**src/rtl/pitch_pkg.sv**
```systemverilog
// Shared constants, note-frequency table and state encoding for the pitch
// quantizer. Frequency words are in the same units as the synth pitch table.
package pitch_pkg;

  localparam int PITCH_COUNT = 48;
  localparam int PITCH_W     = 6;
  localparam int FREQ_W      = 24;
  localparam int ERR_W       = 25;

  localparam logic [FREQ_W-1:0] FREQ_TABLE [PITCH_COUNT] = '{
    24'd33488,  24'd35479,  24'd37589,  24'd39824,  24'd42192,  24'd44701,
    24'd47359,  24'd50175,  24'd53159,  24'd56320,  24'd59669,  24'd63217,
    24'd66976,  24'd70959,  24'd75178,  24'd79649,  24'd84385,  24'd89402,
    24'd94719,  24'd100351, 24'd106318, 24'd112640, 24'd119338, 24'd126434,
    24'd133952, 24'd141918, 24'd150356, 24'd159297, 24'd168769, 24'd178805,
    24'd189437, 24'd200702, 24'd212636, 24'd225280, 24'd238676, 24'd252868,
    24'd267905, 24'd283835, 24'd300713, 24'd318594, 24'd337539, 24'd357610,
    24'd378874, 24'd401403, 24'd425272, 24'd450560, 24'd477352, 24'd505737
  };

  typedef enum logic [2:0] {
    IDLE  = 3'd0,
    S_RD  = 3'd1,
    S_CMP = 3'd2,
    N_RD  = 3'd3,
    N_CMP = 3'd4,
    OUT   = 3'd5
  } state_e;

  function automatic logic [FREQ_W-1:0] note_freq(input logic [PITCH_W-1:0] p);
    logic [FREQ_W-1:0] f_s;
    if (p < 6'd48) begin
      f_s = FREQ_TABLE[p];
    end else begin
      f_s = 24'd0;
    end
    return f_s;
  endfunction

  // Midpoint between note p and p+1 (floored); above pitch 46 the search treats it as infinite.
  function automatic logic [FREQ_W-1:0] thresh(input logic [PITCH_W-1:0] p);
    logic [FREQ_W:0] sum_s;
    if (p < 6'd47) begin
      sum_s = {1'b0, FREQ_TABLE[p]} + {1'b0, FREQ_TABLE[p + 6'd1]};
    end else begin
      sum_s = 25'd0;
    end
    return sum_s[FREQ_W:1];
  endfunction

endpackage

```
**src/rtl/pitch_rom.sv**
```systemverilog
// Single-port synchronous ROM holding both the note frequencies and the
// decision thresholds between neighbouring notes.
module pitch_rom
  import pitch_pkg::*;
(
  input  logic               clk,
  input  logic [PITCH_W-1:0] addr,
  input  logic               sel_thresh,
  output logic [FREQ_W-1:0]  data
);

  logic [FREQ_W-1:0] data_r;

  // One-cycle read; sel_thresh picks the threshold view over the note view.
  always_ff @(posedge clk) begin
    if (sel_thresh) begin
      data_r <= thresh(addr);
    end else begin
      data_r <= note_freq(addr);
    end
  end

  assign data = data_r;

endmodule

```
**src/rtl/freq_to_pitch.sv**
```systemverilog
// Quantizes a frequency word to the nearest pitch index by a six-step binary
// search over the note thresholds, then reports the residual and range flags.
module freq_to_pitch
  import pitch_pkg::*;
#(
  parameter logic [FREQ_W-1:0] FREQ_LO = 24'd32535,
  parameter logic [FREQ_W-1:0] FREQ_HI = 24'd520556
) (
  input  logic               clk,
  input  logic               reset,
  input  logic               in_valid,
  output logic               in_ready,
  input  logic [FREQ_W-1:0]  in_freq,
  output logic               out_valid,
  input  logic               out_ready,
  output logic [PITCH_W-1:0] out_pitch,
  output logic [ERR_W-1:0]   out_err,
  output logic               out_under,
  output logic               out_over
);

  state_e             state_r, state_s;
  logic [FREQ_W-1:0]  freq_r, freq_s;
  logic [PITCH_W-1:0] lo_r, lo_s, hi_r, hi_s;
  logic [2:0]         iter_r, iter_s;
  logic [PITCH_W:0]   sum_s;
  logic [PITCH_W-1:0] mid_s;
  logic [PITCH_W-1:0] rom_addr_s;
  logic               rom_sel_s;
  logic [FREQ_W-1:0]  rom_data_s;
  logic               valid_r, valid_s;
  logic [PITCH_W-1:0] pitch_r, pitch_s;
  logic [ERR_W-1:0]   err_r, err_s;
  logic               under_r, under_s;
  logic               over_r, over_s;

  pitch_rom u_rom (
    .clk        (clk),
    .addr       (rom_addr_s),
    .sel_thresh (rom_sel_s),
    .data       (rom_data_s)
  );

  assign sum_s    = {1'b0, lo_r} + {1'b0, hi_r};
  assign mid_s    = sum_s[PITCH_W:1];
  assign in_ready = (state_r == IDLE);

  // State register.
  always_ff @(posedge clk) begin
    if (reset) begin
      state_r <= IDLE;
    end else begin
      state_r <= state_s;
    end
  end

  // Next-state logic.
  always_comb begin
    state_s = state_r;
    case (state_r)
      IDLE:    if (in_valid) state_s = S_RD; else state_s = IDLE;
      S_RD:    state_s = S_CMP;
      S_CMP:   if (iter_r == 3'd5) state_s = N_RD; else state_s = S_RD;
      N_RD:    state_s = N_CMP;
      N_CMP:   state_s = OUT;
      OUT:     if (out_ready) state_s = IDLE; else state_s = OUT;
      default: state_s = IDLE;
    endcase
  end

  // ROM addressing, search bounds and next output values.
  always_comb begin
    freq_s     = freq_r;
    lo_s       = lo_r;
    hi_s       = hi_r;
    iter_s     = iter_r;
    rom_addr_s = mid_s;
    rom_sel_s  = 1'b1;
    valid_s    = valid_r;
    pitch_s    = pitch_r;
    err_s      = err_r;
    under_s    = under_r;
    over_s     = over_r;
    case (state_r)
      IDLE: begin
        if (in_valid) begin
          freq_s = in_freq;
          lo_s   = 6'd0;
          hi_s   = 6'd63;
          iter_s = 3'd0;
        end else begin
          freq_s = freq_r;
        end
      end
      S_RD: begin
        rom_addr_s = mid_s;
      end
      S_CMP: begin
        // Addresses at or above 47 behave as an infinite threshold.
        if ((mid_s >= 6'd47) || (freq_r < rom_data_s)) begin
          hi_s = mid_s;
        end else begin
          lo_s = mid_s + 6'd1;
        end
        iter_s = iter_r + 3'd1;
      end
      N_RD: begin
        rom_addr_s = lo_r;
        rom_sel_s  = 1'b0;
      end
      N_CMP: begin
        rom_addr_s = lo_r;
        rom_sel_s  = 1'b0;
        pitch_s    = lo_r;
        err_s      = {1'b0, freq_r} - {1'b0, rom_data_s};
        under_s    = (freq_r < FREQ_LO);
        over_s     = (freq_r > FREQ_HI);
        valid_s    = 1'b1;
      end
      OUT: begin
        if (out_ready) begin
          valid_s = 1'b0;
        end else begin
          valid_s = 1'b1;
        end
      end
      default: begin
        valid_s = 1'b0;
      end
    endcase
  end

  // Datapath and output registers.
  always_ff @(posedge clk) begin
    if (reset) begin
      freq_r  <= 24'd0;
      lo_r    <= 6'd0;
      hi_r    <= 6'd63;
      iter_r  <= 3'd0;
      valid_r <= 1'b0;
      pitch_r <= 6'd0;
      err_r   <= 25'd0;
      under_r <= 1'b0;
      over_r  <= 1'b0;
    end else begin
      freq_r  <= freq_s;
      lo_r    <= lo_s;
      hi_r    <= hi_s;
      iter_r  <= iter_s;
      valid_r <= valid_s;
      pitch_r <= pitch_s;
      err_r   <= err_s;
      under_r <= under_s;
      over_r  <= over_s;
    end
  end

  assign out_valid = valid_r;
  assign out_pitch = pitch_r;
  assign out_err   = err_r;
  assign out_under = under_r;
  assign out_over  = over_r;

endmodule

```
**config.mk**
```make
export PLATFORM = sky130hd
export DESIGN_NAME = freq_to_pitch
export DESIGN_NICKNAME = d
export VERILOG_FILES = /design/src/rtl/pitch_pkg.sv /design/src/rtl/pitch_rom.sv /design/src/rtl/freq_to_pitch.sv
export SDC_FILE = /design/constraint.sdc
export NUM_CORES = 1
export LEC_CHECK = 0
export BUFFER_PORTS_ARGS = -buffer_cell sky130_fd_sc_hd__buf_4
export CAP_MARGIN = 5
export CORE_MARGIN = 8
export CORE_UTILIZATION = 55
export DETAILED_ROUTE_END_ITERATION = 8
export PLACE_DENSITY_LB_ADDON = 0.15
export SLEW_MARGIN = 0
export SYNTH_ARGS = -nofsm -noshare
export SYNTH_HDL_FRONTEND = slang
export SYNTH_SLANG_ARGS = --single-unit
```
**constraint.sdc**
```tcl
create_clock -name clk -period 12.6 [get_ports clk]
set_clock_uncertainty 0.2 [all_clocks]
set_input_delay 1.89 -clock clk [delete_from_list [all_inputs] [get_ports clk]]
set_output_delay 1.89 -clock clk [all_outputs]
set_load 0.01 [all_outputs]
```
==> flow_summary.yaml <==
clock_tree:
  htreeDepth: 3
  ctsHoldBuffers: 0
  cts_tree: "built"
  clk_pin_slew_ns: 0.07
  clockBufferDepth: 2
  cts_made_buffers: 9
  clkLatencyLatePin_ns: 0.34
  cts.sinks: 95
  post_cts_buffers: 0
  post_cts_resize_count: 0
  clockRootBuffer: "clkbuf_16"
die:
  rows: 45
  core_region_area_sq_um: 15000
  ios: 63
  fp.dieH_microns: 139
  die_w_microns: 139
  start_util_pct: 55.5
  design.die.area_sq_um: 19400
place:
  place.detailed.hpwl_mm: 18.9
  place.gp.congestion: 0.957
  numPortBuffers: 62
  place_ws_ns: 4.13
power:
  p_per_area_nw_per_um2: 135
  p_seq_share_pct: 29.1
  switchingPower_mw: 0.496
  sw_frac_of_total_pct: 40.1
  combinationalPowerShare_pct: 49.3
  power.internal_mw: 0.740
  power_frac_clock_pct: 21.6
  peakVddDrop_v: 0.0000845
  leakage_nw: 3.69
global_routing:
  grt_pass1_wl_mm: 41.9
  grtUsageTotal_pct: 25.9
  grt_pass1_vias: 7929
  grt_max_degree: 80
  antenna_found_initial: 0
  grt-ovfl-total: 0
yosys:
  yosysWarnings: 0
  ys.flop_type: "dfxtp_1"
  yosysUniqueCellTypes: 83
  async_reset_ff_share_pct: 0
  synth_nets: 1284
  synthesis.area_sq_um: 8350
  synth-seq-cells: 95
  synthCells: 1194
  ys_seq_area_share_pct: 22.8
  synth_edf_count: 0
  avgSynthCellArea_sq_um: 6.99
setup_path:
  arrival_ns: 8.75
  path_class: "reg2reg"
  crit_path_max_fanout: 57
  r2r_cells: 29
  cp_data_required_time_ns: 12.69
  worstReg2RegStart: "state_r[2]"
  crit_path_end_kind: "flip-flop"
  crit_buf_inv: 6
  timing.rr.end: "u_rom.data[15]"
  r2r_slack_ns: 3.94
  critical-path-max-stage-delay_ns: 0.62
  slowest_stage: "or4b_2"
  cp-start-kind: "flip-flop"
  critPathTopFamily: "simple AND/OR/NAND/NOR gates"
min_path:
  worstHoldEndpoint: "out_err[3]"
  hold_path_depth: 2
  hp-start: "out_err[3]"
  hold_class: "reg2reg"
cells_and_area:
  fin_nets: 1287
  layout_commonest_cell: "nand2_1"
  final_cell_mix: "195 x nand2_1, 149 x a21oi_1, 95 x dfxtp_1, 88 x nor2_1, 79 x buf_4"
  diodes: 0
  drive_above_1_share_pct: 9.83
  syn2layout_area_growth_pct: 9.52
drt:
  wirelength_mm: 25.9
  via_count: 8747
  dr.pass1.iters: 5
  route.detailed.drc: 0
  drt-wirelength-per-cell_microns: 18.7
  ant_nets: 0
  drt-vias-per-instance: 6.30
  drt_iter0_drc: 934
run_status:
  status: "finished, final reports clean"
sta:
  worst_slack_ns: 3.94
  hold_viol_final: 0
  rsz0062_at_grt: "no"
  finalMaxSlewViolations: 0
  tightest_slew_ns: 1.16
  whs_ns: 0.249
  slew_headroom_pct: 22.4
  setup_viol: 0
  max_freq_mhz: 115
  setup_tns_ns: 0
  period_needed_ns: 8.66
  min_period_over_period_pct: 68.7
run:
  max_cap_viol_count: 0
[how the worst max path moves through the flow]
stage / start / to / slack (ns) / cells past startpoint
after detailed placement: state_r[2] / u_rom.data[15] / 4.13 / 29
after global routing: state_r[2] / u_rom.data[15] / 3.34 / 29
after global placement: state_r[2] / u_rom.data[15] / 4.34 / 29
after floorplan: state_r[1] / u_rom.data[15] / 6.03 / 29
final: state_r[2] / u_rom.data[15] / 3.94 / 29
after CTS: state_r[2] / u_rom.data[15] / 4.08 / 29
[per-stage QoR]
step | std cells | utilization, % | power, mW | instance area, sq um
2_1_floorplan | 1194 | - | 0.828 | 8350
4_1_cts | 1389 | 60.8 | 1.23 | 9140
5_1_grt | 1389 | 60.8 | 1.33 | 9140
3_5_place_dp | 1374 | 58.9 | 0.964 | 8850
3_3_place_gp | 1374 | 58.9 | 0.956 | 8850
6_report | 1389 | 60.8 | 1.24 | 9140
[registers in the layout (all words and copies together), names as in the netlist]
| name | cells |
|---|---|
| lo_r | 6 |
| out_under | 1 |
| state_r | 3 |
| freq_r | 24 |
| iter_r | 3 |
| hi_r | 6 |
| out_err | 25 |
| out_pitch | 6 |
| u_rom.data | 19 |
| out_valid | 1 |
| out_over | 1 |
[worst register-to-register path: cells and delay by family, from the launching register on]
kind / cells / cell delay, ns
buffers and inverters: 6 / 1.67
AND/OR/NAND/NOR: 7 / 2.27
flip-flops: 1 / 0.50
adder cells (fa/ha/maj): 3 / 1.36
AO/OA/AOI/OAI: 11 / 1.95
multiplexers: 2 / 0.66
[kinds of logic (layout without fill, tap and decap cells)]
group / count (synthesis) / after routing / share of synthesized area (%)
xor gates and xnor gates: 36 / 36 / 3.78
adders and majority gates: 62 / 62 / 9.56
and+or+nand+nor: 448 / 448 / 24.7
DFF: 95 / 95 / 22.8
AOI/OAI and AO/OA: 406 / 406 / 31.3
muxes: 10 / 10 / 1.36
buffers and inverters: 137 / 144 / 6.55
[power groups by stage]
| stage | registers [mW] | logic [mW] | clock network, mW |
|---|---|---|---|
| 2_1_floorplan | 0.359 | 0.469 | 0 |
| 4_1_cts | 0.359 | 0.603 | 0.270 |
| 5_1_grt | 0.362 | 0.681 | 0.282 |
| 6_report | 0.359 | 0.610 | 0.267 |
| 3_5_place_dp | 0.365 | 0.599 | 0 |
| 3_3_place_gp | 0.364 | 0.592 | 0 |
[area by class of cell]
class | instances | area [sq um]
multi-input cells | 962 | 5940
well taps | 188 | 235
clock buffers | 10 | 229
fillers | 1455 | 5890
flip-flops and latches | 95 | 1900
clock inverters | 5 | 60.1
inverters | 50 | 188
repair buffers | 79 | 593
[cell usage after synthesis, drive strengths merged (8+ instances only)]
cell	instances	area [sq um]
o21ai	72	372
nand4	10	62.6
a21o	13	97.6
nor3	34	170
xor2	11	96.3
a211oi	27	203
xnor2	25	219
o31ai	13	103
inv	50	188
a22o	8	70.1
ha	59	738
mux2i	8	80.1
nand2	195	732
buf	22	115
o21bai	10	75.1
nor2b	11	68.8
o211ai	18	135
a21oi	150	751
nand3	40	200
clkbuf	65	244
o21a	9	67.6
dfxtp	95	1900
nand2b	14	87.6
nor2	89	337
a31oi	17	106
[layer usage]
layer,GRT usage (%),vias up,wire length (microns)
met5,0,-,0
met2,40.1,362,11400
met3,3.89,63,1790
li1,-,4323,-
met1,34.1,3999,11500
met4,13.9,0,1270
(Power assumes the default switching activity.)
